### config.mk
export PLATFORM = sky130hd
export DESIGN_NAME = phase_center_sub
export DESIGN_NICKNAME = d
export VERILOG_FILES = /design/src/rtl/phase_pkg.sv /design/src/rtl/center_ram.sv /design/src/rtl/phase_center_sub.sv
export SDC_FILE = /design/constraint.sdc
export NUM_CORES = 2
export LEC_CHECK = 0
export CAP_MARGIN = 20
export CELL_PAD_IN_SITES_DETAIL_PLACEMENT = 1
export CELL_PAD_IN_SITES_GLOBAL_PLACEMENT = 1
export CORE_MARGIN = 10
export CORE_UTILIZATION = 42
export DETAILED_ROUTE_END_ITERATION = 12
export PLACE_DENSITY = 0.65
export SYNTH_ARGS = -nofsm -noshare
export SYNTH_HDL_FRONTEND = slang
export SYNTH_HIERARCHICAL = 1
export SYNTH_SLANG_ARGS = --single-unit
### constraint.sdc
create_clock -name user_clk -period 3.39 [get_ports user_clk]
set_clock_uncertainty 0.05 [all_clocks]
set_input_delay 0.678 -clock user_clk [delete_from_list [all_inputs] [get_ports user_clk]]
set_output_delay 0.678 -clock user_clk [all_outputs]
set_load 0.005 [all_outputs]
### src/rtl/phase_pkg.sv
// Shared constants for the phase-centering datapath: default widths,
// fix16_13 pi values and the software control word layout.
package phase_pkg;
    localparam int PHASE_W_DEF     = 16;
    localparam int N_CHAN_BITS_DEF = 8;
    localparam int PI_FIX          = 25736;
    localparam int TWO_PI_FIX      = 51472;
    localparam int CTRL_TOG_BIT    = 31;
    localparam int CTRL_BYP_BIT    = 30;
    localparam int CTRL_CHAN_LSB   = 16;
    localparam int CTRL_CENTER_LSB = 0;
endpackage

### src/rtl/center_ram.sv
// Per-channel center table: simple dual-port, read-first, registered read.
module center_ram #(
    parameter int ADDR_W = 8,
    parameter int DATA_W = 16
) (
    input  logic              clk,
    input  logic              wr_en,
    input  logic [ADDR_W-1:0] wr_addr,
    input  logic [DATA_W-1:0] wr_data,
    input  logic [ADDR_W-1:0] rd_addr,
    output logic [DATA_W-1:0] rd_data
);
    // Zero contents come from configuration only; reset never touches the table.
    logic [DATA_W-1:0] mem [2**ADDR_W] = '{default: '0};
    logic [DATA_W-1:0] rd_data_q;

    always_ff @(posedge clk) begin
        if (wr_en) begin
            mem[wr_addr] <= wr_data;
        end
        rd_data_q <= mem[rd_addr];
    end

    assign rd_data = rd_data_q;
endmodule

### src/rtl/phase_center_sub.sv
// Subtracts a per-channel center from each phase sample and wraps the
// result into [-pi, pi]; three-stage pipeline, one sample per cycle.
module phase_center_sub #(
    parameter int N_CHAN_BITS = phase_pkg::N_CHAN_BITS_DEF,
    parameter int PHASE_W     = phase_pkg::PHASE_W_DEF,
    parameter int PI_FIX      = phase_pkg::PI_FIX
) (
    input  logic                   user_clk,
    input  logic                   user_rst,
    input  logic [31:0]            ctrl_word,
    input  logic                   in_valid,
    input  logic [N_CHAN_BITS-1:0] in_chan,
    input  logic [PHASE_W-1:0]     in_phase,
    output logic                   out_valid,
    output logic [N_CHAN_BITS-1:0] out_chan,
    output logic [PHASE_W-1:0]     out_phase,
    output logic [15:0]            wr_count
);
    import phase_pkg::*;

    localparam int DW     = PHASE_W + 1;
    localparam int WW     = PHASE_W + 2;
    localparam int TWO_PI = (PI_FIX == phase_pkg::PI_FIX) ? TWO_PI_FIX : 2 * PI_FIX;

    function automatic logic signed [PHASE_W-1:0] wrap_phase(input logic signed [DW-1:0] d);
        logic signed [WW-1:0] x;
        x = WW'(d);
        if (x > WW'(PI_FIX)) begin
            x = x - WW'(TWO_PI);
        end else if (x < -WW'(PI_FIX)) begin
            x = x + WW'(TWO_PI);
        end
        return x[PHASE_W-1:0];
    endfunction

    logic                          tog_hist_q, tog_hist_d;
    logic                          wr_en;
    logic [15:0]                   wr_count_q, wr_count_d;
    logic                          vld_p1_q, vld_p1_d;
    logic [N_CHAN_BITS-1:0]        chan_p1_q, chan_p1_d;
    logic signed [PHASE_W-1:0]     phase_p1_q, phase_p1_d;
    logic signed [PHASE_W-1:0]     center_p1;
    logic                          vld_p2_q, vld_p2_d;
    logic [N_CHAN_BITS-1:0]        chan_p2_q, chan_p2_d;
    logic signed [DW-1:0]          diff_p2_q, diff_p2_d;
    logic                          byp_p2_q, byp_p2_d;
    logic                          out_valid_q, out_valid_d;
    logic [N_CHAN_BITS-1:0]        out_chan_q, out_chan_d;
    logic [PHASE_W-1:0]            out_phase_q, out_phase_d;
    logic                          unused_ctrl;

    assign unused_ctrl = ^ctrl_word[29:24];

    // Stage 1: table read happens inside the RAM, registered alongside the sample.
    center_ram #(
        .ADDR_W(N_CHAN_BITS),
        .DATA_W(PHASE_W)
    ) u_center_ram (
        .clk    (user_clk),
        .wr_en  (wr_en),
        .wr_addr(ctrl_word[CTRL_CHAN_LSB +: N_CHAN_BITS]),
        .wr_data(ctrl_word[CTRL_CENTER_LSB +: PHASE_W]),
        .rd_addr(in_chan),
        .rd_data(center_p1)
    );

    always_comb begin
        tog_hist_d  = ctrl_word[CTRL_TOG_BIT];
        wr_en       = ctrl_word[CTRL_TOG_BIT] & ~tog_hist_q & ~user_rst;
        wr_count_d  = wr_en ? wr_count_q + 16'd1 : wr_count_q;

        vld_p1_d    = in_valid;
        chan_p1_d   = in_chan;
        phase_p1_d  = in_phase;

        // Stage 2: full-width difference, bypass sampled here.
        vld_p2_d    = vld_p1_q;
        chan_p2_d   = chan_p1_q;
        byp_p2_d    = ctrl_word[CTRL_BYP_BIT];
        diff_p2_d   = byp_p2_d ? DW'(phase_p1_q) : DW'(phase_p1_q) - DW'(center_p1);

        // Stage 3: wrap into [-pi, pi]; outputs hold while idle.
        out_valid_d = vld_p2_q;
        out_chan_d  = out_chan_q;
        out_phase_d = out_phase_q;
        if (vld_p2_q) begin
            out_chan_d  = chan_p2_q;
            out_phase_d = byp_p2_q ? diff_p2_q[PHASE_W-1:0] : wrap_phase(diff_p2_q);
        end
    end

    always_ff @(posedge user_clk) begin
        if (user_rst) begin
            tog_hist_q  <= 1'b1;
            wr_count_q  <= '0;
            vld_p1_q    <= 1'b0;
            vld_p2_q    <= 1'b0;
            out_valid_q <= 1'b0;
            out_chan_q  <= '0;
            out_phase_q <= '0;
        end else begin
            tog_hist_q  <= tog_hist_d;
            wr_count_q  <= wr_count_d;
            vld_p1_q    <= vld_p1_d;
            vld_p2_q    <= vld_p2_d;
            out_valid_q <= out_valid_d;
            out_chan_q  <= out_chan_d;
            out_phase_q <= out_phase_d;
        end
    end

    always_ff @(posedge user_clk) begin
        chan_p1_q  <= chan_p1_d;
        phase_p1_q <= phase_p1_d;
        chan_p2_q  <= chan_p2_d;
        diff_p2_q  <= diff_p2_d;
        byp_p2_q   <= byp_p2_d;
    end

    assign out_valid = out_valid_q;
    assign out_chan  = out_chan_q;
    assign out_phase = out_phase_q;
    assign wr_count  = wr_count_q;
endmodule

After elaboration in Yosys (flattened, before gate mapping)
Memories as Yosys holds them, arrays and structs flattened. A register that Yosys moved wholly into a read port is not among the register bits.
Index checks and enable logic that the tools add are counted.
W data, S select, Z words.
{"block": "op_classes", "magnitude_cmp": 2, "bitwise_logic": 4, "addsub": 4, "n_mux": 6}
{"op": "$mux W16", "n": 3}
{"op": "$gt A17 B16 Y1 const B", "n": 1}
{"op": "$lt A17 B16 Y1 const B", "n": 1}
{"op": "$mux W17", "n": 1}
{"op": "$sub A16 B16 Y17", "n": 1}
{"op": "$add A16 B1 Y16 const B", "n": 1}
{"op": "$add A16 B15 Y16 const B", "n": 1}
{"op": "$sub A16 B15 Y16 const B", "n": 1}
{"op": "$and A1 B1 Y1", "n": 2}
{"op": "$mux W1", "n": 2}
{"op": "$not A1 Y1", "n": 2}
{"block": "totals", "mem_bits_rw": 4096, "reg_bits": 94, "word_cells": 29, "in_bits": 59, "out_inout_bits": 41, "memories": 1}
{"name": "u_center_ram.mem", "depth": 256, "width": 16, "rd": 1, "rd_ports_with_merged_regs": 1, "wr": 1, "line": "center_ram.sv:14", "text": "logic [DATA_W-1:0] mem [2**ADDR_W] = '{default: '0};"}

Longest topological paths before layout
{"block": "depth", "word_depth": 5, "mapped_depth": 12, "depth_no_buf": 10}

By module
Netlist, hierarchy kept.
{"mod": "center_ram", "instances": 1, "cells_each": 7360, "area_each_um2": 158714.7}
{"mod": "phase_center_sub", "instances": 1, "cells_each": 463, "area_each_um2": 4275.4}

Least setup slack after synthesis
Ideal clock, no wire load.
{"block": "synth_path", "path_kind": "input -> register", "from": "input user_rst", "to": "memory u_center_ram.mem[234][0], enable pin", "stages": 7, "t_arrival_ns": 2.958, "required_ns": 2.952, "slack_ns": -0.007, "cell_sequence": "buf_6 -> nor3b_1 -> clkbuf_1 -> clkbuf_1 -> nand3_1 -> clkbuf_1 -> nor2_1"}
{"block": "synth_between", "elab_chain_len": 4}
{"element": "start, declared", "line": "phase_center_sub.sv:9", "text": "input logic user_rst,"}
{"element": "$not A1 Y1", "line": "phase_center_sub.sv:69", "text": "wr_en = ctrl_word[CTRL_TOG_BIT] & ~tog_hist_q & ~user_rst;"}
{"element": "$and A1 B1 Y1", "line": "phase_center_sub.sv:69"}
{"element": "net wr_en", "line": "phase_center_sub.sv:37", "text": "logic wr_en;"}
{"element": "$mux W1", "line": "center_ram.sv:18", "text": "if (wr_en) begin"}
{"element": "$mux W1 (not written as such)", "line": "center_ram.sv:19", "text": "mem[wr_addr] <= wr_data;"}
{"element": "end, declared", "line": "center_ram.sv:14"}
The timed path passes the listed nets, and every way through them passes these cells.

==> reports/qor.yml <==
run_status:
  status: "finished with violations"
  violations: "setup timing"
synth:
  synth_cells: 7823
  synth_edf_count: 4096
  synth-main-ff-cell: "edfxtp_1"
  synth_seq_cells: 4206
  synth_nets: 7903
  synth_top_area_frac: 0.755
  avgSynthCellArea_um2: 20.8
  syn_area_um2: 163000
  netlist.top_cell.by_area: "edfxtp_1"
  yosys_warnings: 6
  async_reset_ff_frac: 0
  synth-seq-area-share: 0.768
  synth.distinct_cells: 80
  synth.area.top_cells: "edfxtp_1 75%, mux4_2 11%, mux2i_1 3.6%, o221ai_1 1.4%, dfxtp_1 1.4%"
placed_design:
  pre_cts_ws_ps: -1030
  port_buffers: 93
  dp_hpwl_um: 301000
  gp_congestion: 0.897
  place_area_um2: 179000
worst_setup_path:
  cp_num_buf_inv: 5
  required_ps: 4170
  cpLargestDelayFamily: "compound AO/OA/AOI/OAI gates"
  end_kind: "register"
  crit_type: "input pin to register"
  critPathMaxStageDelay_ps: 880
  cp_slowest_cell: "o32ai_1"
  crit_arrival_ps: 4330
  startpoint_type: "input pin"
  crit_chain: "buf_8 -> buf_12 -> buf_4 -> buf_12 -> mux4_2 -> mux4_2 -> a22o_1 -> o32ai_1 -> buf_4 -> nor4_1"
  crit_path_max_fanout: 25
clock_network:
  cts_buffers: 429
  clk_path_buf_depth: 4
  clk_latency_ps: 1040
  tritoncts: "done"
  h-tree-depth: 5
  cts_sinks: 4206
  clockRootBuffer: "clkbuf_16"
  clk_pin_slew_ps: 60
layout:
  syn2layout_area_growth_pct: 18.6
  design_area_um2: 193000
  mostFrequentLayoutCells: "4096 x edfxtp_1, 797 x mux4_2, 720 x buf_4, 581 x mux2i_1, 434 x clkbuf_16"
  layout_commonest_cell: "edfxtp_1"
  final_nets: 8971
  drive_above_1_share: 0.287
sta:
  rsz0062_at_grt: "false"
  slew_viol_final: 0
  setup_viol: 3
  worstMarginPinSlew_ps: 1190
  tns_ps: -268
  fin_crit_ps: 3550
  fmax_mhz: 282
  finalWorstSetupSlack_ps: -160
  slew_headroom: 0.205
  finalCritPeriodShare: 1.05
  hold_violations: 0
global_routing:
  grt.busiest_layer: "met2"
  met1_usage: 0.309
  grt_usage: 0.222
  grt_overflow_total: 0
  grt_use_met2: 0.355
  grt_use_met3: 0.0318
  antenna_found_initial: 30
  grt_first_pass_wirelength_um: 672000
  grt_pass1_vias: 88700
  grt_max_degree: 133
die:
  ios: 100
  fp-row-count: 228
  initial_core_util: 0.422
  fp.dieW_um: 643
  coreArea_um2: 386000
  die_height_um: 643
  die_area_um2: 413000
drt:
  via_count: 85800
  wl_per_cell_um: 32.7
  drtIter0Drc: 10200
  ant_nets: 0
  drc: 0
  avgViaCountPerCell: 5.94
  dr.pass1.iters: 6
  wl_um: 473000
power_and_ir_drop:
  ir_worst_vdd_uv: 565
  p_leak_nw: 62.5
  p_per_area_nw_per_um2: 573
min_path:
  worst_hold_path_type: "input pin to register"
job:
  cap_violations: 0
-- worst register-to-register path, cell delays in order (launching register included) --
cell and delay (ps):
edfxtp_1 400, mux4_2 480, mux4_2 530, a22o_1 450
o32ai_1 1060, buf_4 260, nor4_1 50
-- per-stage QoR --
stage,power [mW],hold WS [ps],cells,util
after detailed placement,65.0,263,13600,0.465
after global placement,64.8,262,13600,0.465
final,111,58.4,14400,0.501
after global routing,114,45.2,14400,0.501
after floorplan,61.6,260,7823,-
after CTS,112,14.3,14400,0.501
-- per-layer routing --
layer / part of all wire / vias up
li1: - / 35100
met1: 0.41 / 46200
met2: 0.47 / 3712
met3: 0.074 / 753
met4: 0.046 / 10
met5: 0.00014 / -
-- sequential cells by signal (all words and copies together) (netlist names) --
signal and count:
out_valid 1, wr_count 16, out_chan 8, u_center_ram/mem 4096
u_center_ram/rd_data 16, tog_hist_q 1, chan_p1_q 8, diff_p2_q 17
out_valid_d 1, vld_p1_q 1, chan_p2_q 8, byp_p2_q 1
out_phase 16, phase_p1_q 16
-- layout make-up --
class                      count  area [um2]
fill                       34500      193000
multi-input combinational   3112       35200
inverter                      28         118
clock buffer                 534       11300
timing repair buffer        1114       12400
tap                         5175        6470
antenna                       10        25.0
sequential                  4206      125000
clock inverter               260        2600
-- synth_stat cells, drive strengths merged (30+ instances only) --
cell type  number
o21ai          65
nand3          47
mux2           89
edfxtp       4096
o22ai         150
a22oi          48
nand2          73
buf           233
clkbuf        244
nor2          360
o221ai        254
mux4          797
nor3           98
mux2i         581
a22o           32
dfxtp         110
a21oi         188
a221oi         30
-- kinds of logic after synthesis --
| kind of cell | Yosys count | share of synthesized area |
|---|---|---|
| AND/OR/NAND/NOR | 708 | 0.0198 |
| multiplexers | 1467 | 0.152 |
| AO/OA/AOI/OAI | 887 | 0.0389 |
| flip-flops | 4206 | 0.768 |
| XOR/XNOR | 29 | 0.00156 |
| adder cells (fa/ha/maj) | 21 | 0.00166 |
| buffers and inverters | 505 | 0.0180 |
-- power breakdown --
| part | internal (mW) | switching (mW) |
|---|---|---|
| clock | 26.6 | 20.2 |
| sequential | 57.1 | 0.253 |
| combinational | 2.56 | 4.00 |
-- path summary, 6_finish.rpt --
check,startpoint,to,slack [ps],cells past startpoint
max,in_chan[1],u_center_ram/rd_data[1],-160,10
min,ctrl_word[2],u_center_ram/mem[184][2],60,1
max reg2reg,u_center_ram/mem[31][11],u_center_ram/rd_data[11],-40,6
min reg2reg,chan_p1_q[7],chan_p2_q[7],240,0
-- repair_timing --
action	CTS	global route
buffers inserted	0	0
hold buffers	3	0
hold endpoints to repair	6	0
resized for setup	2	2
pin swaps	0	0
setup endpoints to repair	2	2
Power figures use the tool's default switching activity.
